## config.mk

```make
export PLATFORM = sky130hd
export DESIGN_NAME = trace_capture_fifo_flat
export DESIGN_NICKNAME = d
export VERILOG_FILES = /design/src/rtl/trace_capture_fifo_pkg.sv /design/src/rtl/trace_capture_fifo_if.sv /design/src/rtl/trace_fifo_mem.sv /design/src/rtl/trace_capture_fifo.sv /design/src/flat_wrapper.sv
export SDC_FILE = /design/constraint.sdc
export NUM_CORES = 1
export LEC_CHECK = 0
export ABC_CLOCK_PERIOD_IN_PS = 7200
export CAP_MARGIN = 5
export CORE_MARGIN = 3
export CORE_UTILIZATION = 40
export CTS_CLUSTER_DIAMETER = 80
export DETAILED_ROUTE_END_ITERATION = 12
export DONT_BUFFER_PORTS = 1
export REMOVE_ABC_BUFFERS = 1
export SLEW_MARGIN = 20
export SYNTH_ARGS = -nofsm -noshare
export SYNTH_HDL_FRONTEND = slang
export SYNTH_HIERARCHICAL = 1
export SYNTH_SLANG_ARGS = --single-unit
```

## constraint.sdc

```tcl
create_clock -name clk_ref -period 7.2 [get_ports clk_ref]
set_clock_uncertainty 0.05 [all_clocks]
set_input_delay 0.36 -clock clk_ref [delete_from_list [all_inputs] [get_ports clk_ref]]
set_output_delay 0.36 -clock clk_ref [all_outputs]
set_load 0.1 [all_outputs]
```

## src/rtl/trace_capture_fifo_pkg.sv

```systemverilog
// Shared constants, types and helpers for the trace capture FIFO.
package trace_pkg;

    localparam int unsigned WORD_W = 16;

    typedef enum logic {IDLE, SEND} ser_state_t;

    // Readout words per entry: one stamp word plus the trace words.
    function automatic int unsigned nwords(input int unsigned trace_w);
        return trace_w / WORD_W + 1;
    endfunction

endpackage

```

## src/rtl/trace_capture_fifo_if.sv

```systemverilog
// Host read path: request pulse in, one 16-bit word per request out.
interface trace_capture_fifo_if;
    logic        r_rd_i;
    logic [15:0] r_q_16data_o;
    logic        r_dv_o;
    logic        r_last_o;
    logic        r_nodata_o;

    modport master (
        output r_rd_i,
        input  r_q_16data_o,
        input  r_dv_o,
        input  r_last_o,
        input  r_nodata_o
    );

    modport slave (
        input  r_rd_i,
        output r_q_16data_o,
        output r_dv_o,
        output r_last_o,
        output r_nodata_o
    );
endinterface

```

## src/rtl/trace_fifo_mem.sv

```systemverilog
// Dual-pointer FIFO storage with occupancy count and registered full/empty flags.
module trace_fifo_mem #(
    parameter int unsigned DATA_W = 80,
    parameter int unsigned ADDR_W = 4
) (
    input  logic              clk_ref,
    input  logic              rst_n,
    input  logic              clr,
    input  logic              push,
    input  logic              pop,
    input  logic [DATA_W-1:0] wdata,
    output logic [DATA_W-1:0] rdata,
    output logic              full,
    output logic              empty
);
    localparam int unsigned DEPTH = 2 ** ADDR_W;

    logic [DATA_W-1:0] mem_q [DEPTH];
    logic [ADDR_W-1:0] wr_ptr_q, rd_ptr_q;
    logic [ADDR_W:0]   count_q, count_d;
    logic              full_q, empty_q;
    logic              do_push, do_pop;

    // A full FIFO still accepts a push when an entry leaves in the same cycle.
    assign do_pop  = pop & ~clr & ~empty_q;
    assign do_push = push & ~clr & (~full_q | do_pop);

    always_comb begin
        count_d = count_q + (ADDR_W + 1)'(do_push) - (ADDR_W + 1)'(do_pop);
        if (clr) count_d = '0;
    end

    always_ff @(posedge clk_ref or negedge rst_n) begin
        if (!rst_n) begin
            wr_ptr_q <= '0;
            rd_ptr_q <= '0;
            count_q  <= '0;
            full_q   <= 1'b0;
            empty_q  <= 1'b1;
        end else begin
            if (clr) begin
                wr_ptr_q <= '0;
                rd_ptr_q <= '0;
            end else begin
                if (do_push) wr_ptr_q <= wr_ptr_q + 1'b1;
                if (do_pop)  rd_ptr_q <= rd_ptr_q + 1'b1;
            end
            count_q <= count_d;
            full_q  <= (count_d == (ADDR_W + 1)'(DEPTH));
            empty_q <= (count_d == '0);
        end
    end

    always_ff @(posedge clk_ref) begin
        if (do_push) mem_q[wr_ptr_q] <= wdata;
    end

    assign rdata = mem_q[rd_ptr_q];
    assign full  = full_q;
    assign empty = empty_q;
endmodule

```

## src/rtl/trace_capture_fifo.sv

```systemverilog
// Captures stamped DUT output vectors into a FIFO and serialises them to the host as
// 16-bit words, one word per read request.
module trace_capture_fifo
    import trace_pkg::*;
#(
    parameter int unsigned TRACE_W = 64,
    parameter int unsigned ADDR_W  = 4
) (
    input  logic                 clk_ref,
    input  logic                 rst_n,
    input  logic                 run_verif_i,
    input  logic                 capt_trce_i,
    input  logic                 cycle_run_verif_i,
    input  logic [TRACE_W-1:0]   trace_i,
    input  logic                 r_clr_i,
    trace_capture_fifo_if.slave  rd,
    output logic                 fifo_full_o,
    output logic                 fifo_empty_o,
    output logic                 overflow_o,
    output logic [15:0]          lost_cnt_o
);
    localparam int unsigned NW      = nwords(TRACE_W);
    localparam int unsigned ENTRY_W = TRACE_W + WORD_W;
    localparam int unsigned IDX_W   = $clog2(NW);

    logic [WORD_W-1:0]  stamp_q, lost_q;
    logic               overflow_q;
    logic               push_req, pop, drop, rd_ok;
    logic               fifo_full, fifo_empty;
    logic [ENTRY_W-1:0] fifo_rdata;

    ser_state_t         state_q, state_d;
    logic [IDX_W-1:0]   idx_q, idx_d;
    logic [ENTRY_W-1:0] hold_q, hold_d;
    logic [WORD_W-1:0]  data_q, data_d;
    logic               dv_q, dv_d, last_q, last_d, nodata_q, nodata_d;

    assign push_req = capt_trce_i & run_verif_i & ~r_clr_i;
    assign drop     = push_req & fifo_full & ~pop;
    // A request landing on the cycle a word is presented is ignored.
    assign rd_ok    = rd.r_rd_i & ~dv_q & ~r_clr_i;

    trace_fifo_mem #(
        .DATA_W (ENTRY_W),
        .ADDR_W (ADDR_W)
    ) u_mem (
        .clk_ref (clk_ref),
        .rst_n   (rst_n),
        .clr     (r_clr_i),
        .push    (push_req),
        .pop     (pop),
        .wdata   ({stamp_q, trace_i}),
        .rdata   (fifo_rdata),
        .full    (fifo_full),
        .empty   (fifo_empty)
    );

    always_ff @(posedge clk_ref or negedge rst_n) begin
        if (!rst_n) begin
            stamp_q    <= '0;
            lost_q     <= '0;
            overflow_q <= 1'b0;
        end else if (r_clr_i) begin
            stamp_q    <= '0;
            lost_q     <= '0;
            overflow_q <= 1'b0;
        end else begin
            if (cycle_run_verif_i && run_verif_i) stamp_q <= stamp_q + 1'b1;
            if (drop) begin
                overflow_q <= 1'b1;
                if (lost_q != 16'hFFFF) lost_q <= lost_q + 1'b1;
            end
        end
    end

    always_comb begin
        state_d  = state_q;
        idx_d    = idx_q;
        hold_d   = hold_q;
        data_d   = '0;
        dv_d     = 1'b0;
        last_d   = 1'b0;
        nodata_d = 1'b0;
        pop      = 1'b0;
        if (r_clr_i) begin
            state_d = IDLE;
            idx_d   = '0;
        end else if (rd_ok) begin
            unique case (state_q)
                IDLE: begin
                    dv_d = 1'b1;
                    if (!fifo_empty) begin
                        pop     = 1'b1;
                        hold_d  = fifo_rdata;
                        data_d  = fifo_rdata[ENTRY_W-1 -: WORD_W];
                        idx_d   = IDX_W'(1);
                        state_d = SEND;
                    end else begin
                        nodata_d = 1'b1;
                    end
                end
                SEND: begin
                    dv_d   = 1'b1;
                    data_d = WORD_W'(hold_q >> (WORD_W * (int'(idx_q) - 1)));
                    if (idx_q == IDX_W'(NW - 1)) begin
                        last_d  = 1'b1;
                        idx_d   = '0;
                        state_d = IDLE;
                    end else begin
                        idx_d = idx_q + 1'b1;
                    end
                end
                default: state_d = IDLE;
            endcase
        end
    end

    always_ff @(posedge clk_ref or negedge rst_n) begin
        if (!rst_n) begin
            state_q  <= IDLE;
            idx_q    <= '0;
            hold_q   <= '0;
            data_q   <= '0;
            dv_q     <= 1'b0;
            last_q   <= 1'b0;
            nodata_q <= 1'b0;
        end else begin
            state_q  <= state_d;
            idx_q    <= idx_d;
            hold_q   <= hold_d;
            data_q   <= data_d;
            dv_q     <= dv_d;
            last_q   <= last_d;
            nodata_q <= nodata_d;
        end
    end

    assign rd.r_q_16data_o = data_q;
    assign rd.r_dv_o       = dv_q;
    assign rd.r_last_o     = last_q;
    assign rd.r_nodata_o   = nodata_q;
    assign fifo_full_o     = fifo_full;
    assign fifo_empty_o    = fifo_empty;
    assign overflow_o      = overflow_q;
    assign lost_cnt_o      = lost_q;
endmodule

```

## src/flat_wrapper.sv

```systemverilog
// flat-port wrapper written by rule: the top's interface ports become plain ports
module trace_capture_fifo_flat import trace_pkg::*;
#(
    parameter int unsigned TRACE_W = 64,
    parameter int unsigned ADDR_W  = 4
)
  (clk_ref, rst_n, run_verif_i, capt_trce_i, cycle_run_verif_i, trace_i, r_clr_i, fifo_full_o, fifo_empty_o, overflow_o, lost_cnt_o, rd_r_rd_i, rd_r_q_16data_o, rd_r_dv_o, rd_r_last_o, rd_r_nodata_o);
  trace_capture_fifo_if rd_i ();
  input  logic clk_ref;
  input  logic rst_n;
  input  logic run_verif_i;
  input  logic capt_trce_i;
  input  logic cycle_run_verif_i;
  input  logic [TRACE_W-1:0] trace_i;
  input  logic r_clr_i;
  output logic fifo_full_o;
  output logic fifo_empty_o;
  output logic overflow_o;
  output logic [15:0] lost_cnt_o;
  input wire logic [$bits(rd_i.r_rd_i)-1:0] rd_r_rd_i;
  output wire logic [$bits(rd_i.r_q_16data_o)-1:0] rd_r_q_16data_o;
  output wire logic [$bits(rd_i.r_dv_o)-1:0] rd_r_dv_o;
  output wire logic [$bits(rd_i.r_last_o)-1:0] rd_r_last_o;
  output wire logic [$bits(rd_i.r_nodata_o)-1:0] rd_r_nodata_o;
  assign rd_i.r_rd_i = rd_r_rd_i;
  assign rd_r_q_16data_o = rd_i.r_q_16data_o;
  assign rd_r_dv_o = rd_i.r_dv_o;
  assign rd_r_last_o = rd_i.r_last_o;
  assign rd_r_nodata_o = rd_i.r_nodata_o;
  trace_capture_fifo #(.TRACE_W(TRACE_W), .ADDR_W(ADDR_W)) u_core (.clk_ref(clk_ref), .rst_n(rst_n), .run_verif_i(run_verif_i), .capt_trce_i(capt_trce_i), .cycle_run_verif_i(cycle_run_verif_i), .trace_i(trace_i), .r_clr_i(r_clr_i), .rd(rd_i), .fifo_full_o(fifo_full_o), .fifo_empty_o(fifo_empty_o), .overflow_o(overflow_o), .lost_cnt_o(lost_cnt_o));
endmodule
```

; After elaboration in Yosys (flattened, before gate mapping)
; Memory sizes are Yosys's and may differ from the RTL's.
; Index checks and enable logic that the tools add are counted.
[totals]
reg_bits = 151
ramBits = 1280
inputBits = 71
output_inout_bits = 38
elab_cells = 98
n_memories = 1
[classes]
addsub = 8
eq_ne = 4
shift = 1
mux = 41
n_bitwise = 17
n_reduce_logical = 11
[mem_list]
columns = memory, depth, width, read_ports, rd_clocked_by_memory_dff, wr, line_no
row1 = u_core.u_mem.mem_q, 16, 80, 1, 0, 1, trace_fifo_mem.sv:18  ; logic [DATA_W-1:0] mem_q [DEPTH];
[ops]
columns = cell, count
row1 = two-way mux 16 bit, 8
row2 = >> shifter 80 x 32 -> 16 bit, 1
row3 = adder 16 x 1 -> 16 bit (second input constant), 2
row4 = case mux 16 bit (2 select lines), 1
row5 = two-way mux 1 bit, 21
row6 = two-way mux 4 bit, 4
row7 = inequality test 16 bit (second input constant), 1
row8 = two-way mux 3 bit, 4
row9 = nonzero test 2 bit, 6
row10 = AND 1 bit, 10
row11 = adder 4 x 1 -> 4 bit (second input constant), 2
row12 = inverter 1 bit, 6
row13 = case mux 3 bit (2 select lines), 1
row14 = adder 5 x 1 -> 5 bit, 1
row15 = == test 5 bit (second input constant), 1
row16 = logical NOT 5 bit, 1
row17 = two-way mux 5 bit, 1
row18 = subtractor 5 x 1 -> 5 bit, 1
row19 = AND reduction 2 bit, 2
row20 = AND reduction 4 bit, 1
row21 = subtractor 3 x 1 -> 4 bit (second input constant), 1
row22 = adder 3 x 1 -> 3 bit (second input constant), 1
row23 = == test 3 bit (second input constant), 1
row24 = inequality test 3 bit (second input constant), 1
row25 = 3 further kinds, 3

; Depth between registers and ports, before layout
; Gate-level depths: netlist of run 1.
[logic_depth]
ltp_word = 13
ltp_mapped = 17
depth_no_buf = 15

; By module
; The synthesis of run 1 kept the hierarchy.
[by_module_without_submodules]
columns = mod, instances, cells_each, area_per_inst_um2, seq_area_each_um2
row1 = trace_fifo_mem, 1, 2403, 50408.3, 38813.5
row2 = trace_capture_fifo, 1, 627, 6090.8, 3403.3

; Least setup slack after synthesis of run 1
; OpenSTA, ideal clock, no wires.
[synth_timing]
kind = register to register
start = register u_core.dv_q (netlist: u_core/rd.r_dv_o)
end = memory u_core.u_mem.mem_q[10][0] (enable)
setup_ps = 519
t_arrival_ps = 5942
required_ps = 6631
slack_ps = 689
stages_incl_launch_ff = 11
path_buffers = 2
period_less_slack_ps = 6511
path_cell_list = dfrtp_1 -> nand2b_1 -> nor2_1 -> nand2_1 -> inv_2 -> buf_2 -> nor2b_1 -> clkbuf_2 -> o21ai_2 -> or4_1 -> nor2_1
[synth_between]
elab_chain_cells = 11
[synth_rtl]
columns = element, line_no
row1 = start: declaration, trace_capture_fifo.sv:36  ; logic dv_q, dv_d, last_q, last_d, nodata_q, nodata_d;
row2 = start signal: assignment, trace_capture_fifo.sv:132  ; dv_q <= dv_d;
row3 = inverter 1 bit, trace_capture_fifo.sv:41  ; assign rd_ok = rd.r_rd_i & ~dv_q & ~r_clr_i;
row4 = AND 1 bit (2 in series), trace_capture_fifo.sv:41
row5 = two-way mux 1 bit, trace_capture_fifo.sv:88  ; end else if (rd_ok) begin
row6 = two-way mux 1 bit, trace_capture_fifo.sv:85  ; if (r_clr_i) begin
row7 = via u_core.pop, trace_capture_fifo.sv:28  ; logic push_req, pop, drop, rd_ok;
row8 = AND 1 bit (2 in series), trace_fifo_mem.sv:25  ; assign do_pop = pop & ~clr & ~empty_q;
row9 = bitwise OR 1 bit, trace_fifo_mem.sv:26  ; assign do_push = push & ~clr & (~full_q | do_pop);
row10 = AND 1 bit, trace_fifo_mem.sv:26
row11 = two-way mux 1 bit, trace_fifo_mem.sv:55  ; if (do_push) mem_q[wr_ptr_q] <= wdata;
row12 = two-way mux 1 bit (implied by the code), trace_fifo_mem.sv:55
row13 = end: declaration, trace_fifo_mem.sv:18
; The timed path passes the listed nets, and every way through them passes these cells.

; Worst setup path after layout of run 1
[layout_timing]
start = register u_core.dv_q (netlist: u_core/rd.r_dv_o)
end = memory u_core.u_mem.mem_q[6][0] (enable)
[layout_between]
elab_chain_cells = 11
[layout_rtl]
columns = element, line_no
row1 = inverter 1 bit, trace_capture_fifo.sv:41
row2 = AND 1 bit (2 in series), trace_capture_fifo.sv:41
row3 = two-way mux 1 bit, trace_capture_fifo.sv:88
row4 = two-way mux 1 bit, trace_capture_fifo.sv:85
row5 = AND 1 bit (2 in series), trace_fifo_mem.sv:25
row6 = bitwise OR 1 bit, trace_fifo_mem.sv:26
row7 = AND 1 bit, trace_fifo_mem.sv:26
row8 = two-way mux 1 bit, trace_fifo_mem.sv:55
row9 = two-way mux 1 bit (implied by the code), trace_fifo_mem.sv:55
; Every way passes these cells.

==> report_table.html, run 1 <==
<table>
<tr><th>Metric</th><th>Value</th></tr>
<tr><th colspan="2">Place</th></tr>
<tr><td>Minimum setup slack after placement</td><td>1760 ps</td></tr>
<tr><td>Area post-placement</td><td>0.0584 mm^2</td></tr>
<tr><td>Port buffer count</td><td>0</td></tr>
<tr><td>Final HPWL DP</td><td>75,000 um</td></tr>
<tr><td>Last weighted congestion value of the routability-driven placer</td><td>0.759</td></tr>
<tr><th colspan="2">Pwr</th></tr>
<tr><td>P_leak</td><td>0.0206 uW</td></tr>
<tr><td>PwrDens</td><td>283 mW/mm^2</td></tr>
<tr><td>Maximum vdd ir drop</td><td>0.210 mV</td></tr>
<tr><th colspan="2">Status</th></tr>
<tr><td>Status</td><td>completed</td></tr>
<tr><th colspan="2">Clocking</th></tr>
<tr><td>Num Clock Sinks</td><td>1,431</td></tr>
<tr><td>Maximum root-to-sink buffer count</td><td>3</td></tr>
<tr><td>Total setup buffers inserted after CTS</td><td>0</td></tr>
<tr><td>CTS tree</td><td>yes</td></tr>
<tr><td>Clock edge transition at the registers on the reported setup and hold paths</td><td>60 ps</td></tr>
<tr><td>Library cell used as clock root buffer</td><td>sky130_fd_sc_hd__clkbuf_16</td></tr>
<tr><td>Worst skew pair latency</td><td>770 ps</td></tr>
<tr><td>Post-cts gate resize count</td><td>0</td></tr>
<tr><td>Num CTS Buffers</td><td>148</td></tr>
<tr><td>Deepest level of the CTS H-tree</td><td>4</td></tr>
<tr><th colspan="2">Setup path</th></tr>
<tr><td>R2r startpoint</td><td>u_core/rd.r_dv_o</td></tr>
<tr><td>Worst Setup Start Kind</td><td>register</td></tr>
<tr><td>Critical path's slowest cell</td><td>sky130_fd_sc_hd__and2_4</td></tr>
<tr><td>Launching instance or port of the critical path</td><td>u_core/rd.r_dv_o</td></tr>
<tr><td>R2R setup slack</td><td>1800 ps</td></tr>
<tr><td>Type of the setup path with the least slack</td><td>reg2reg</td></tr>
<tr><td>Critical path data required time</td><td>7550 ps</td></tr>
<tr><td>Cell depth of the worst flop-to-flop path</td><td>9</td></tr>
<tr><td>Worst Setup EP</td><td>u_core/u_mem/mem_q[6][0]</td></tr>
<tr><td>Sort of element at the end of the critical path</td><td>register</td></tr>
<tr><td>Cell-by-cell listing of the critical path</td><td>nand2b_1 &gt; nor2_1 &gt; nand2_4 &gt; inv_4 &gt; nor2b_1 &gt; o21ai_2 &gt; nor4_1 &gt; and2_4 &gt; buf_4</td></tr>
<tr><td>Signal arrival time at the worst endpoint</td><td>5740 ps</td></tr>
<tr><td>Worst stage delay on the critical path</td><td>930 ps</td></tr>
<tr><td>Largest fanout of any net on the critical path</td><td>50</td></tr>
<tr><td>Worst R2R End</td><td>u_core/u_mem/mem_q[6][0]</td></tr>
<tr><th colspan="2">Route</th></tr>
<tr><td>Number of DRC violations after detailed-routing iteration 0</td><td>2,737</td></tr>
<tr><td>Total via count in the routed design</td><td>28,600</td></tr>
<tr><td>Total wirelength of the detailed-routed design</td><td>136,000 um</td></tr>
<tr><td>Average vias per placed instance</td><td>5.56</td></tr>
<tr><td>DRT antenna net count</td><td>0</td></tr>
<tr><td>Iteration count of the initial detailed-routing pass</td><td>6</td></tr>
<tr><td>Final routed DRC violation total</td><td>0</td></tr>
<tr><td>Average wire per standard cell</td><td>26.4 um</td></tr>
<tr><th colspan="2">Final layout</th></tr>
<tr><td>Final instance area</td><td>0.0641 mm^2</td></tr>
<tr><td>FILL cells</td><td>11,900</td></tr>
<tr><td>Area growth syn-to-layout</td><td>13.4%</td></tr>
<tr><td>Share of cells above drive strength 1</td><td>17.5%</td></tr>
<tr><td>FF/Latch Area</td><td>0.0422 mm^2</td></tr>
<tr><td># nets final</td><td>3,224</td></tr>
<tr><td>Combined area of the multi-input logic cells</td><td>0.0132 mm^2</td></tr>
<tr><td>Fraction of the core area covered by cells at the end of the flow</td><td>45.8%</td></tr>
<tr><th colspan="2">Synth</th></tr>
<tr><td>Cell count after synthesis</td><td>3,030</td></tr>
<tr><td>Number of distinct standard cells referenced by the synthesized netlist</td><td>59</td></tr>
<tr><td>Most common flop cell mapped by yosys</td><td>sky130_fd_sc_hd__edfxtp_1</td></tr>
<tr><td>Post-synthesis cell area</td><td>0.0565 mm^2</td></tr>
<tr><td>Average cell area after synthesis</td><td>18.6 um^2</td></tr>
<tr><td>Synthesis-stage register bit count</td><td>1,431</td></tr>
<tr><td>Proportion of synthesized chip area in sequential cells</td><td>74.7%</td></tr>
<tr><td>Number of warnings issued by yosys</td><td>6</td></tr>
<tr><td>Fraction of synthesis flops using an asynchronous set or reset pin</td><td>10.6%</td></tr>
<tr><td>Number of enable flip-flop cells after synthesis</td><td>1,280</td></tr>
<tr><th colspan="2">Die</th></tr>
<tr><td>Effective utilization at floorplan</td><td>40.4%</td></tr>
<tr><td>Die Footprint</td><td>0.146 mm^2</td></tr>
<tr><td>Row Count</td><td>137</td></tr>
<tr><td>Floorplan Core Area</td><td>0.140 mm^2</td></tr>
<tr><td>Die boundary height</td><td>382 um</td></tr>
<tr><td>Top-level I/O count</td><td>109</td></tr>
<tr><td>Horizontal die dimension</td><td>382 um</td></tr>
<tr><th colspan="2">STA</th></tr>
<tr><td>Final Max Slew Viols</td><td>0</td></tr>
<tr><td>Final min period</td><td>5400 ps</td></tr>
<tr><td>Worst slew margin relative to its limit</td><td>24.5%</td></tr>
<tr><td>Maximum operating frequency</td><td>185 MHz</td></tr>
<tr><td>Final setup TNS</td><td>0 ps</td></tr>
<tr><td>Setup repair after global routing missed its margin</td><td>no</td></tr>
<tr><td>Count of final hold-check violations</td><td>0</td></tr>
<tr><td>Tightest Pin Transition</td><td>1130 ps</td></tr>
<tr><td>Period utilization</td><td>75.0%</td></tr>
<tr><td>Setup-failing EPs final</td><td>0</td></tr>
<tr><td>Final WS setup</td><td>1800 ps</td></tr>
<tr><th colspan="2">Global route</th></tr>
<tr><td>First-pass GRT wire length</td><td>202,000 um</td></tr>
<tr><td>Number of global-route vias before repair</td><td>28,900</td></tr>
<tr><td>Total Routing Usage GR</td><td>18.6%</td></tr>
<tr><td>Maximum number of pins on one net before global-route repair</td><td>152</td></tr>
<tr><td>Remaining Overflow, GRT</td><td>0</td></tr>
<tr><td>Initial antenna violation count</td><td>9</td></tr>
<tr><th colspan="2">Job</th></tr>
<tr><td>Max-cap violation count</td><td>0</td></tr>
<tr><th colspan="2">Hold path</th></tr>
<tr><td>Hold Path Class</td><td>in2reg</td></tr>
</table>
==> per-stage QoR <==
stage,power [uW],instances,hold slack (ps)
6_report,18100,5141,88.7
5_1_grt,18700,5135,68.9
4_1_cts,18300,5130,22.3
3_5_place_dp,10500,4788,17.5
3_3_place_gp,10400,4787,17.9
2_1_floorplan,10300,2862,14.4
==> cells by family (layout without fill, tap and decap cells) <==
group                    Yosys count  in the layout  synth area share [%]
other                              0              9                     0
AO/OA/AOI/OAI                    397            397                  6.16
AND/OR/NAND/NOR                  466            466                  3.47
multiplexers                     497            497                  12.7
buffers and inverters            189            415                  2.05
flip-flops                      1431           1431                  74.7
XOR/XNOR                          34             34                 0.527
adder cells (fa/ha/maj)           16             16                 0.368
==> routing by layer <==
layer	up-vias	track usage [%]	share of wire (%)
li1	12400	-	-
met5	-	0	0
met2	838	29.3	47
met1	15100	26.9	45
met3	204	3.38	5.7
met4	0	4.94	2.1
==> cell type report <==
type                       instances  area share (%)
sequential                      1431            65.9
multi-input combinational       1410            20.6
clock buffer                     207            6.43
tap                             1876            3.66
timing repair buffer             125            2.01
clock inverter                    62            1.19
inverter                          21           0.135
antenna                            9          0.0352
==> critical path, delay by kind of cell, from the launching register on <==
| family | cells | cell delay (ps) |
|---|---|---|
| buffers and inverters | 2 | 1040 |
| AO/OA/AOI/OAI | 1 | 240 |
| AND/OR/NAND/NOR | 6 | 2890 |
| flip-flops | 1 | 740 |
==> cells in the final DEF (no fill, tap or decap), types with 4 or more instances in the layout <==
cell type,count
sky130_fd_sc_hd__a22oi_1,97
sky130_fd_sc_hd__mux4_2,176
sky130_fd_sc_hd__and2_4,13
sky130_fd_sc_hd__inv_1,19
sky130_fd_sc_hd__o21ai_0,105
sky130_fd_sc_hd__nor4_1,4
sky130_fd_sc_hd__clkinv_2,14
sky130_fd_sc_hd__xor2_1,24
sky130_fd_sc_hd__nor2b_1,5
sky130_fd_sc_hd__nor3_1,4
sky130_fd_sc_hd__dlygate4sd3_1,71
sky130_fd_sc_hd__dfrtp_4,4
sky130_fd_sc_hd__mux2i_1,321
sky130_fd_sc_hd__xnor2_1,9
sky130_fd_sc_hd__bufinv_16,15
sky130_fd_sc_hd__a21oi_1,11
sky130_fd_sc_hd__clkinv_1,16
sky130_fd_sc_hd__edfxtp_1,1280
sky130_fd_sc_hd__a221oi_1,71
sky130_fd_sc_hd__or3_1,5
sky130_fd_sc_hd__o211ai_1,5
sky130_fd_sc_hd__inv_6,10
sky130_fd_sc_hd__buf_12,9
sky130_fd_sc_hd__nor2_1,43
sky130_fd_sc_hd__dfrtp_1,145
sky130_fd_sc_hd__nand2_1,342
sky130_fd_sc_hd__nand3_1,11
sky130_fd_sc_hd__and3_1,8
sky130_fd_sc_hd__a221oi_2,89
sky130_fd_sc_hd__nand4_1,5
sky130_fd_sc_hd__ha_1,15
sky130_fd_sc_hd__clkbuf_8,15
sky130_fd_sc_hd__buf_4,42
sky130_fd_sc_hd__diode_2,9
sky130_fd_sc_hd__nor2_4,4
sky130_fd_sc_hd__clkbuf_16,150
sky130_fd_sc_hd__and4_1,5
sky130_fd_sc_hd__clkbuf_1,42
==> flip-flops by register name, summed over array words and instances, names as in the netlist, 3 cells and up <==
| register | count |
|---|---|
| u_core/u_mem/mem_q | 1280 |
| u_core/hold_q | 80 |
| u_core/lost_cnt_o | 16 |
| u_core/rd.r_q_16data_o | 16 |
| u_core/stamp_q | 16 |
| u_core/u_mem/count_q | 5 |
| u_core/u_mem/rd_ptr_q | 4 |
| u_core/u_mem/wr_ptr_q | 4 |
| u_core/idx_q | 3 |
==> worst min-delay path by stage <==
stage / from / endpoint / slack [ps] / depth (start not counted)
after detailed placement: rst_n / u_core/lost_cnt_o[9] / 20 / 0
final: r_clr_i / u_core/u_mem/mem_q[14][64] / 90 / 2
after floorplan: rst_n / u_core/hold_q[0] / 10 / 0
after global routing: r_clr_i / u_core/u_mem/mem_q[14][64] / 70 / 2
after global placement: rst_n / u_core/lost_cnt_o[9] / 20 / 0
after CTS: r_clr_i / u_core/u_mem/mem_q[14][64] / 20 / 2
==> Yosys cell counts (all sizes together) (21+ instances only) <==
cell	n	share of area, %
a22oi	97	1.3
inv	21	0.14
mux2i	321	5.7
mux4	176	7.0
clkbuf	73	0.50
a221oi	160	3.5
nand2	343	2.3
nor2	48	0.32
xor2	24	0.37
edfxtp	1280	68
buf	95	1.4
dfrtp	150	6.6
o21ai	109	0.97
==> power by group <==
part           leakage (uW)  switching (uW)  internal, uW  total (uW)
registers            0.0135             282          9290        9570
logic               0.00470             522           334         856
clock network       0.00237            3140          4540        7680
total                0.0206            3950         14200       18100
==> timing repair <==
action / CTS / global route
hold endpoints to repair: 1230 / 0
setup endpoints to repair: 0 / 0
hold buffers: 73 / 0
Power figures use the tool's default switching activity.
==> run 2, diff against run 1 <==
Settings changed: ABC_AREA from default to 1, ABC_CLOCK_PERIOD_IN_PS 7200 to 5500.
Clock period 7.2 ns to 5.5 ns, I/O delays scaled along.
==> report_table.html, run 2 <==
<table>
<tr><th>Metric</th><th>Value</th></tr>
<tr><th colspan="2">Status</th></tr>
<tr><td>Status</td><td>completed</td></tr>
<tr><th colspan="2">Route</th></tr>
<tr><td>Average vias per placed instance</td><td>5.29</td></tr>
<tr><td>Final routed DRC violation total</td><td>0</td></tr>
<tr><td>DRT antenna net count</td><td>0</td></tr>
<tr><td>Average wire per standard cell</td><td>21.6 um</td></tr>
<tr><td>Total via count in the routed design</td><td>38,100</td></tr>
<tr><td>Number of DRC violations after detailed-routing iteration 0</td><td>3,418</td></tr>
<tr><td>Iteration count of the initial detailed-routing pass</td><td>6</td></tr>
<tr><td>Total wirelength of the detailed-routed design</td><td>155,000 um</td></tr>
<tr><th colspan="2">Global route</th></tr>
<tr><td>Global routing usage on met3</td><td>3.73%</td></tr>
<tr><td>First-pass GRT wire length</td><td>234,000 um</td></tr>
<tr><td>Maximum number of pins on one net before global-route repair</td><td>246</td></tr>
<tr><td>Initial antenna violation count</td><td>6</td></tr>
<tr><td>GRT met1 Usage</td><td>27.8%</td></tr>
<tr><td>Total Routing Usage GR</td><td>20.3%</td></tr>
<tr><td>GRT Max-Usage Layer</td><td>met2</td></tr>
<tr><td>Number of global-route vias before repair</td><td>36,900</td></tr>
<tr><td>Met2 Usage GRT</td><td>33.0%</td></tr>
<tr><td>Remaining Overflow, GRT</td><td>0</td></tr>
<tr><th colspan="2">Place</th></tr>
<tr><td>Port buffer count</td><td>0</td></tr>
<tr><td>Final HPWL DP</td><td>82,200 um</td></tr>
<tr><td>Last weighted congestion value of the routability-driven placer</td><td>0.799</td></tr>
<tr><th colspan="2">Synth</th></tr>
<tr><td>Average cell area after synthesis</td><td>11.4 um^2</td></tr>
<tr><td>Synthesis-stage register bit count</td><td>1,431</td></tr>
<tr><td>Post-synthesis cell area</td><td>0.0588 mm^2</td></tr>
<tr><td>Proportion of netlist area held by the largest area contributor</td><td>65.4%</td></tr>
<tr><td>Number of enable flip-flop cells after synthesis</td><td>1,280</td></tr>
<tr><td>Number of warnings issued by yosys</td><td>6</td></tr>
<tr><td>Proportion of synthesized chip area in sequential cells</td><td>71.8%</td></tr>
<tr><td>Top cells by count, synth</td><td>sky130_fd_sc_hd__nand2_1, sky130_fd_sc_hd__edfxtp_1, sky130_fd_sc_hd__nor2_1</td></tr>
<tr><td>Cell count after synthesis</td><td>5,159</td></tr>
<tr><td>Number of distinct standard cells referenced by the synthesized netlist</td><td>41</td></tr>
<tr><td>Most frequent cell after synthesis</td><td>sky130_fd_sc_hd__nand2_1</td></tr>
<tr><td>Fraction of synthesis flops using an asynchronous set or reset pin</td><td>10.6%</td></tr>
<tr><td>Top cells by area in the synthesized netlist</td><td>sky130_fd_sc_hd__edfxtp_1, sky130_fd_sc_hd__nand2_1, sky130_fd_sc_hd__dfrtp_1</td></tr>
<tr><td>Largest area contributor in the netlist</td><td>sky130_fd_sc_hd__edfxtp_1</td></tr>
<tr><td>Most common flop cell mapped by yosys</td><td>sky130_fd_sc_hd__edfxtp_1</td></tr>
<tr><th colspan="2">Die</th></tr>
<tr><td>Horizontal die dimension</td><td>389 um</td></tr>
<tr><td>Top-level I/O count</td><td>109</td></tr>
<tr><td>Row Count</td><td>140</td></tr>
<tr><td>Floorplan Core Area</td><td>0.146 mm^2</td></tr>
<tr><td>Die Footprint</td><td>0.152 mm^2</td></tr>
<tr><td>Die boundary height</td><td>389 um</td></tr>
<tr><td>Effective utilization at floorplan</td><td>40.3%</td></tr>
<tr><th colspan="2">STA</th></tr>
<tr><td>Count of final hold-check violations</td><td>0</td></tr>
<tr><td>Worst slew margin relative to its limit</td><td>25.1%</td></tr>
<tr><td>Setup-failing EPs final</td><td>0</td></tr>
<tr><td>Tightest Pin Transition</td><td>1120 ps</td></tr>
<tr><td>Period utilization</td><td>81.5%</td></tr>
<tr><td>Final min period</td><td>4480 ps</td></tr>
<tr><td>Final setup TNS</td><td>0 ps</td></tr>
<tr><td>Final Max Slew Viols</td><td>0</td></tr>
<tr><td>Maximum operating frequency</td><td>223 MHz</td></tr>
<tr><td>Setup repair after global routing missed its margin</td><td>no</td></tr>
<tr><th colspan="2">Setup path</th></tr>
<tr><td>Worst R2R End</td><td>u_core/u_mem/mem_q[12][1]</td></tr>
<tr><td>Worst Setup Start Kind</td><td>register</td></tr>
<tr><td>R2R setup slack</td><td>1020 ps</td></tr>
<tr><td>Sort of element at the end of the critical path</td><td>register</td></tr>
<tr><td>Critical path data required time</td><td>5850 ps</td></tr>
<tr><td>R2r startpoint</td><td>u_core/rd.r_dv_o</td></tr>
<tr><td>Type of the setup path with the least slack</td><td>reg2reg</td></tr>
<tr><td>Largest fanout of any net on the critical path</td><td>26</td></tr>
<tr><td>Cell depth of the worst flop-to-flop path</td><td>10</td></tr>
<tr><td>Signal arrival time at the worst endpoint</td><td>4830 ps</td></tr>
<tr><th colspan="2">Clocking</th></tr>
<tr><td>Total setup buffers inserted after CTS</td><td>0</td></tr>
<tr><td>Num Clock Sinks</td><td>1,431</td></tr>
<tr><td>Maximum root-to-sink buffer count</td><td>3</td></tr>
<tr><td>Library cell used as clock root buffer</td><td>sky130_fd_sc_hd__clkbuf_16</td></tr>
<tr><td>Worst skew pair latency</td><td>780 ps</td></tr>
<tr><td>CTS tree</td><td>yes</td></tr>
<tr><td>Num CTS Buffers</td><td>151</td></tr>
<tr><td>Deepest level of the CTS H-tree</td><td>4</td></tr>
<tr><td>Post-cts gate resize count</td><td>0</td></tr>
<tr><td>Clock edge transition at the registers on the reported setup and hold paths</td><td>60 ps</td></tr>
<tr><th colspan="2">Final layout</th></tr>
<tr><td>Leading cell type in the layout, fill and taps excluded</td><td>sky130_fd_sc_hd__nand2_1</td></tr>
<tr><td>Number of flip-flops under the largest register name</td><td>1,280</td></tr>
<tr><td>Most frequent cells in the layout</td><td>sky130_fd_sc_hd__nand2_1, sky130_fd_sc_hd__edfxtp_1, sky130_fd_sc_hd__nor2_1, sky130_fd_sc_hd__nand3_1, sky130_fd_sc_hd__o21ai_0</td></tr>
<tr><td># nets final</td><td>5,240</td></tr>
<tr><td>Registers with the most flip-flops</td><td>u_core/u_mem/mem_q x1280, u_core/hold_q x80</td></tr>
<tr><td>Share of cells above drive strength 1</td><td>6.20%</td></tr>
<tr><td>Most flops, register</td><td>u_core/u_mem/mem_q</td></tr>
<tr><td>Area growth syn-to-layout</td><td>12.2%</td></tr>
<tr><th colspan="2">Pwr</th></tr>
<tr><td>Sequential Power Share</td><td>52.3%</td></tr>
<tr><td>Clock share of power</td><td>42.0%</td></tr>
<tr><td>PwrDens</td><td>362 mW/mm^2</td></tr>
<tr><td>P_leak</td><td>0.0234 uW</td></tr>
<tr><td>Power share of the combinational group</td><td>5.7%</td></tr>
<tr><td>Maximum vdd ir drop</td><td>0.277 mV</td></tr>
<tr><td>Total power of the final layout</td><td>23,900 uW</td></tr>
<tr><td>Switching fraction of total power</td><td>23.1%</td></tr>
<tr><td>NetSw</td><td>5530 uW</td></tr>
<tr><td>Cell-internal power</td><td>18,400 uW</td></tr>
<tr><th colspan="2">Job</th></tr>
<tr><td>Max-cap violation count</td><td>0</td></tr>
<tr><th colspan="2">Hold path</th></tr>
<tr><td>Hold Path Class</td><td>in2async</td></tr>
</table>
-- run 2: per-layer routing --
metal	routed length (um)	up-vias
met5	27	-
met1	66200	18700
met2	73800	1403
met3	11300	267
li1	-	17800
met4	4110	4
-- run 2: kinds of logic (layout without fill, tap and decap cells) --
logic type / count (synthesis) / count (layout) / share of synthesized area, %
buffers and inverters: 500 / 618 / 4.17
xor gates and xnor gates: 6 / 6 / 0.102
and+or+nand+nor: 2572 / 2572 / 17.7
adders and majority gates: 16 / 16 / 0.353
other: 0 / 4 / 0
DFF: 1431 / 1431 / 71.8
AOI/OAI and AO/OA: 634 / 634 / 5.86
-- run 2: worst max path at each step --
stage	from	end	slack, ps	cells past startpoint
2_1_floorplan	u_core/u_mem/rd_ptr_q[0]	u_core/hold_q[65]	-17190	9
3_3_place_gp	u_core/rd.r_dv_o	u_core/u_mem/mem_q[12][52]	1080	10
3_5_place_dp	u_core/rd.r_dv_o	u_core/u_mem/mem_q[12][4]	1100	10
4_1_cts	u_core/rd.r_dv_o	u_core/u_mem/mem_q[12][1]	1080	10
5_1_grt	u_core/rd.r_dv_o	u_core/u_mem/mem_q[12][1]	810	10
6_report	u_core/rd.r_dv_o	u_core/u_mem/mem_q[12][1]	1020	10
-- run 2: critical path: stages, from the launching register on --
cell and delay, ps:
sky130_fd_sc_hd__dfrtp_1 750, sky130_fd_sc_hd__nor2_2 470, sky130_fd_sc_hd__nand4_1 270, sky130_fd_sc_hd__inv_6 100
sky130_fd_sc_hd__nand2_1 140, sky130_fd_sc_hd__nand2_1 90, sky130_fd_sc_hd__nand2_1 110, sky130_fd_sc_hd__nor2_1 450
sky130_fd_sc_hd__nand2_1 380, sky130_fd_sc_hd__nor2_4 740, sky130_fd_sc_hd__buf_4 540
-- run 2: power groups by stage --
stage	registers (uW)	clock network [uW]	logic (uW)
final	12500	10000	1360
after global routing	12500	10700	1540
after CTS	12500	10200	1370
after detailed placement	12700	0	1180
after global placement	12700	0	1160
after floorplan	12700	0	842
-- run 2: layout make-up --
cell class	count	area (um^2)
Fill cell	13300	79800
Antenna cell	4	10.0
Clock inverter	59	676
Clock buffer	218	4200
Inverter	197	778
Timing Repair Buffer	144	1450
Multi-Input combinational cell	3228	14200
Sequential cell	1431	42200
Tap cell	1917	2400
-- run 2: timing repair --
action,CTS,global route
setup endpoints to repair,0,0
endpoints found under the hold margin,1221,0
hold buffers,72,0
-- run 2: per-stage QoR --
stage	hold slack, ps	worst slack [ps]	cell area, um^2	cells	util, %
floorplan	-70.6	-17190	57100	4856	-
CTS	150	1080	66000	7194	45.3
global route	155	807	66000	7196	45.3
detailed placement	-68.2	1100	60400	6845	41.4
finish	106	1020	66000	7198	45.3
global placement	-67.3	1080	60300	6844	41.4
